### config.mk
export PLATFORM = sky130hd
export DESIGN_NAME = uart_alu_intf
export DESIGN_NICKNAME = d
export VERILOG_FILES = /design/src/rtl/uart_alu_intf.sv
export SDC_FILE = /design/constraint.sdc
export NUM_CORES = 1
export LEC_CHECK = 0
export ABC_AREA = 1
export ABC_CLOCK_PERIOD_IN_PS = 2600
export CORE_MARGIN = 2
export CORE_UTILIZATION = 55
export DETAILED_ROUTE_END_ITERATION = 7
export HOLD_SLACK_MARGIN = 0.06
export PLACE_DENSITY = 0.77
export SYNTH_ARGS = -nofsm -noshare
export SYNTH_HDL_FRONTEND = slang
export SYNTH_SLANG_ARGS = --single-unit
### constraint.sdc
create_clock -name clk -period 2.6 [get_ports clk]
set_input_delay 0.26 -clock clk [delete_from_list [all_inputs] [get_ports clk]]
set_output_delay 0.26 -clock clk [all_outputs]
set_load 0.02 [all_outputs]
### src/rtl/uart_alu_intf.sv
// Command interpreter between the UART RX FIFO and the TX FIFO. It pops the bytes
// A, B and opcode, evaluates them in a small ALU and pushes one result byte.
module uart_alu_intf #(
    parameter int NB_DATA = 8,
    parameter int NB_OP   = 6
) (
    input  logic               clk,
    input  logic               i_rst,
    input  logic               i_rx_empty,
    input  logic [NB_DATA-1:0] i_rx_data,
    output logic               o_rx_rd,
    input  logic               i_tx_full,
    output logic               o_tx_wr,
    output logic [NB_DATA-1:0] o_tx_data,
    output logic [NB_DATA-1:0] o_result
);

    typedef enum logic [3:0] {
        WAIT_A,
        POP_A,
        WAIT_B,
        POP_B,
        WAIT_OP,
        POP_OP,
        EXEC,
        SEND,
        WR
    } state_t;

    localparam logic [NB_OP-1:0] OP_ADD = NB_OP'('h20);
    localparam logic [NB_OP-1:0] OP_SUB = NB_OP'('h22);
    localparam logic [NB_OP-1:0] OP_AND = NB_OP'('h24);
    localparam logic [NB_OP-1:0] OP_OR  = NB_OP'('h25);
    localparam logic [NB_OP-1:0] OP_XOR = NB_OP'('h26);
    localparam logic [NB_OP-1:0] OP_NOR = NB_OP'('h27);
    localparam logic [NB_OP-1:0] OP_SRA = NB_OP'('h03);
    localparam logic [NB_OP-1:0] OP_SRL = NB_OP'('h02);

    localparam logic [NB_DATA-1:0] SHIFT_LIM = NB_DATA'(NB_DATA);

    state_t                    state;
    logic        [NB_DATA-1:0] reg_a;
    logic        [NB_DATA-1:0] reg_b;
    logic        [NB_OP-1:0]   reg_op;
    logic        [NB_DATA-1:0] result;
    logic        [NB_DATA-1:0] alu_res;
    logic signed [NB_DATA-1:0] sra_val;

    // The arithmetic shift is kept in its own signed variable so that the
    // surrounding unsigned select cannot turn it into a logical shift.
    always_comb begin
        sra_val = $signed(reg_a) >>> reg_b;
        alu_res = '0;
        case (reg_op)
            OP_ADD:  alu_res = reg_a + reg_b;
            OP_SUB:  alu_res = reg_a - reg_b;
            OP_AND:  alu_res = reg_a & reg_b;
            OP_OR:   alu_res = reg_a | reg_b;
            OP_XOR:  alu_res = reg_a ^ reg_b;
            OP_NOR:  alu_res = ~(reg_a | reg_b);
            OP_SRA:  alu_res = (reg_b >= SHIFT_LIM) ? {NB_DATA{reg_a[NB_DATA-1]}}
                                                     : sra_val;
            OP_SRL:  alu_res = (reg_b >= SHIFT_LIM) ? '0 : (reg_a >> reg_b);
            default: alu_res = '0;
        endcase
    end

    // Strobes are registered on entry to POP_x / WR, so they are high exactly
    // while the FSM sits in those states.
    always_ff @(posedge clk or posedge i_rst) begin
        if (i_rst) begin
            state   <= WAIT_A;
            reg_a   <= '0;
            reg_b   <= '0;
            reg_op  <= '0;
            result  <= '0;
            o_rx_rd <= 1'b0;
            o_tx_wr <= 1'b0;
        end else begin
            o_rx_rd <= 1'b0;
            o_tx_wr <= 1'b0;
            case (state)
                WAIT_A: begin
                    if (!i_rx_empty) begin
                        reg_a   <= i_rx_data;
                        o_rx_rd <= 1'b1;
                        state   <= POP_A;
                    end
                end
                POP_A: state <= WAIT_B;
                WAIT_B: begin
                    if (!i_rx_empty) begin
                        reg_b   <= i_rx_data;
                        o_rx_rd <= 1'b1;
                        state   <= POP_B;
                    end
                end
                POP_B: state <= WAIT_OP;
                WAIT_OP: begin
                    if (!i_rx_empty) begin
                        reg_op  <= i_rx_data[NB_OP-1:0];
                        o_rx_rd <= 1'b1;
                        state   <= POP_OP;
                    end
                end
                POP_OP: state <= EXEC;
                EXEC: begin
                    result <= alu_res;
                    state  <= SEND;
                end
                SEND: begin
                    if (!i_tx_full) begin
                        o_tx_wr <= 1'b1;
                        state   <= WR;
                    end
                end
                WR:      state <= WAIT_A;
                default: state <= WAIT_A;
            endcase
        end
    end

    assign o_tx_data = result;
    assign o_result  = result;

endmodule
==> qor.txt <==
antenna-violating nets left: 0
dpl hpwl: 6450 um
Seq cells post-synth: 36
Critical Path Start Type: flip-flop
Total Neg Setup Slack: 0 ns
antenna violations before repair: 0
measured slew at the worst slew-check pin: 0.528 ns
WL per Instance: 14.7 um
io pins: 30
Worst Hold Class: in -> async
RSZ-0062 raised after global routing: true
Cell Rows: 27
Tcrit/Tclk final: 93.0%
Die Wd: 79.1 um
later-pin clock latency in the skew report: 0.29 ns
sequential area share after synthesis: 29.0%
CP endpoint kind: flip-flop
share of cells above drive strength 1: 12.1%
static leakage: 1.88 nW
CP Launch Point: reg_b[0]
DRC violations left: 0
DR pass1 iterations: 5
via/cell ratio: 5.41
clk buf depth: 2
Num Clock Sinks: 36
Power Dens Cells: 1320 nW/um^2
gr usage total: 28.6%
Cells after Synth: 459
Worst R2R Start: reg_b[0]
CTS tree: done
fin. max-slew vios: 0
worst setup margin: 0.181 ns
Relative slew margins: 64.8%
Reg clk slew, reported paths: 0.08 ns
max_cap viols: 0
Place WS: 0.0498 ns
Synth Net Count: 496
Reg2Reg Depth: 15
CTS hold repair buffers: 0
ant diodes: 0
Critical R2R Capture: o_result[7]
Tmin final: 2.42 ns
placed cells: 555
die area: 6260 um^2
Hold Vio Cnt, Final: 0
share of the synthesized area in the top cell type: 29.0%
Starting Density: 56.7%
Finished Layout Cells: 566
Die Y: 79.1 um
final design utilization: 66.5%
core outline area: 5470 um^2
WS Path Type: reg -> reg
Layout Area Growth over Synthesis: 17.3%
outcome: complete, no violations
fin nets: 530
largest area contributor in the netlist: dfrtp_1
Max H-tree Level: 2
Fill cells: 512
mapped cell area: 3100 um^2
CP Data Required Time: 2.83 ns
Critical Path End: o_result[7]
FMAX: 413 MHz
Netlist cell types: 36
largest net degree at the start of global routing: 37
first-pass GRT wire length: 13800 um
Buffers on Ports: 29
FF-to-FF setup slack: 0.18 ns
gr ovfl total: 0
root buf cell: clkbuf_8
maximum vdd drop: 0.661 mV
clock skew: 0.00247 ns
DRT iter0 DRCs: 196
critical path arrival: 2.65 ns
Final GP Congestion: 0.944
Final setup viols: 0
Worst Path Max Fanout: 5
YS warnings: 0
Vias: 3064
top cells by area, synth: dfrtp_1 (29%), nand2_1 (19%), ha_1 (9.7%)
vias in the first global route: 2935
final WL: 8320 um
syn avg cell area: 6.76 um^2
Num CTS Buffers: 5
[worst min path at each step]
stage,startpoint,cells past startpoint,slack (ns),endpoint
final,i_rst,3,0.36,o_result[1]
after global routing,i_rst,3,0.42,o_result[5]
after CTS,i_rst,3,0.38,o_result[1]
after detailed placement,o_result[4],2,0.49,o_result[4]
after global placement,o_result[5],2,0.49,o_result[5]
after floorplan,i_rx_empty,1,0.33,o_rx_rd
[kinds of logic after synthesis]
| logic type | after synthesis | share of synthesized area, % |
|---|---|---|
| AO/OA/AOI/OAI | 70 | 12.3 |
| XOR/XNOR | 9 | 2.54 |
| adder cells (fa/ha/maj) | 25 | 10.3 |
| buffers and inverters | 80 | 11.3 |
| flip-flops | 36 | 29.0 |
| AND/OR/NAND/NOR | 239 | 34.5 |
[worst max-delay path, cell delays in order, from the launching register on]
cell and delay, ns:
dfrtp_1 0.43, inv_1 0.10, ha_1 0.18, inv_1 0.05, o21ai_0 0.19, xor2_1 0.17
ha_1 0.30, a21oi_1 0.21, o21ai_0 0.12, a21oi_1 0.19, inv_1 0.08, nand2_1 0.08
nand3_1 0.08, nand2_1 0.07, nand2_1 0.05, nand2_1 0.07
[flip-flops by register name, summed over array words and instances (netlist names)]
register / count
reg_b: 8
o_tx_wr: 1
reg_op: 6
o_rx_rd: 1
reg_a: 8
o_result: 8
state: 4
[Yosys cell counts]
master / n
buf_4: 8
o31ai_1: 1
o21ai_0: 41
buf_2: 3
nor3b_1: 4
nand2_2: 5
nand2_1: 156
fa_1: 1
nand3_1: 21
xor2_1: 6
a21boi_0: 1
o211ai_2: 1
xnor2_1: 3
nor2_4: 5
or2_2: 1
a21oi_1: 13
o21ai_2: 1
nor2_2: 8
nand4_2: 1
dfrtp_1: 36
nor2_1: 23
inv_1: 60
nor2_8: 1
o311ai_0: 1
a211oi_1: 1
inv_2: 3
nand4_1: 6
buf_6: 2
o21ai_1: 7
nand2_4: 1
clkbuf_1: 3
nor3_2: 1
nor3_1: 6
inv_4: 1
o211ai_1: 3
ha_1: 24
[cell type report]
cell class              instances  area, um^2  share of cell area [%]
clock buffers                   5        68.8                    1.89
clock inverters                 3        42.5                    1.17
inverters                      64         243                    6.67
multi-input cells             344        1910                    52.4
flip-flops and latches         36         901                    24.8
well taps                      72        90.1                    2.48
repair buffers                 42         388                    10.7
[metrics by stage]
step	hold WS (ns)	total power (W)	cell area, um^2
finish	0.361	0.00479	3640
CTS	0.378	0.00459	3570
detailed placement	0.494	0.00408	3460
global placement	0.488	0.00403	3460
floorplan	0.326	0.00327	3100
global route	0.419	0.00526	3640
[layout by cell type, fill, tap and decap left out, types with 2 or more instances in the layout]
| cell | count |
|---|---|
| a21oi_1 | 11 |
| a21oi_2 | 2 |
| buf_4 | 13 |
| clkbuf_8 | 5 |
| clkdlybuf4s50_1 | 29 |
| dfrtp_1 | 36 |
| ha_1 | 22 |
| inv_1 | 57 |
| inv_2 | 6 |
| nand2_1 | 156 |
| nand2_2 | 5 |
| nand2_4 | 2 |
| nand3_1 | 21 |
| nand4_1 | 6 |
| nor2_1 | 22 |
| nor2_2 | 6 |
| nor2_4 | 8 |
| nor3_1 | 6 |
| nor3b_1 | 4 |
| o211ai_1 | 3 |
| o21ai_0 | 38 |
| o21ai_1 | 9 |
| o21ai_2 | 2 |
| xnor2_1 | 3 |
| xor2_1 | 6 |
[timing repair]
item,4_1_cts,5_1_grt
buffers inserted,0,2
resized for setup,0,16
endpoints found under the setup margin,0,7
endpoints found under the hold margin,0,0
[layer usage]
layer  up-vias  part of all wire, %  global-route usage (%)
li1       1519                    -                       -
met1      1398                   43                    37.5
met2       128                   48                    48.4
met3        19                  6.4                    3.64
met4         0                  2.5                    10.9
met5         -                    0                       0
[report_power, final]
part	internal [W]	switching [W]
Clock	0.000284	0.000216
Sequential	0.000783	0.000319
Combinational	0.00124	0.00196
Power figures use the tool's default switching activity.
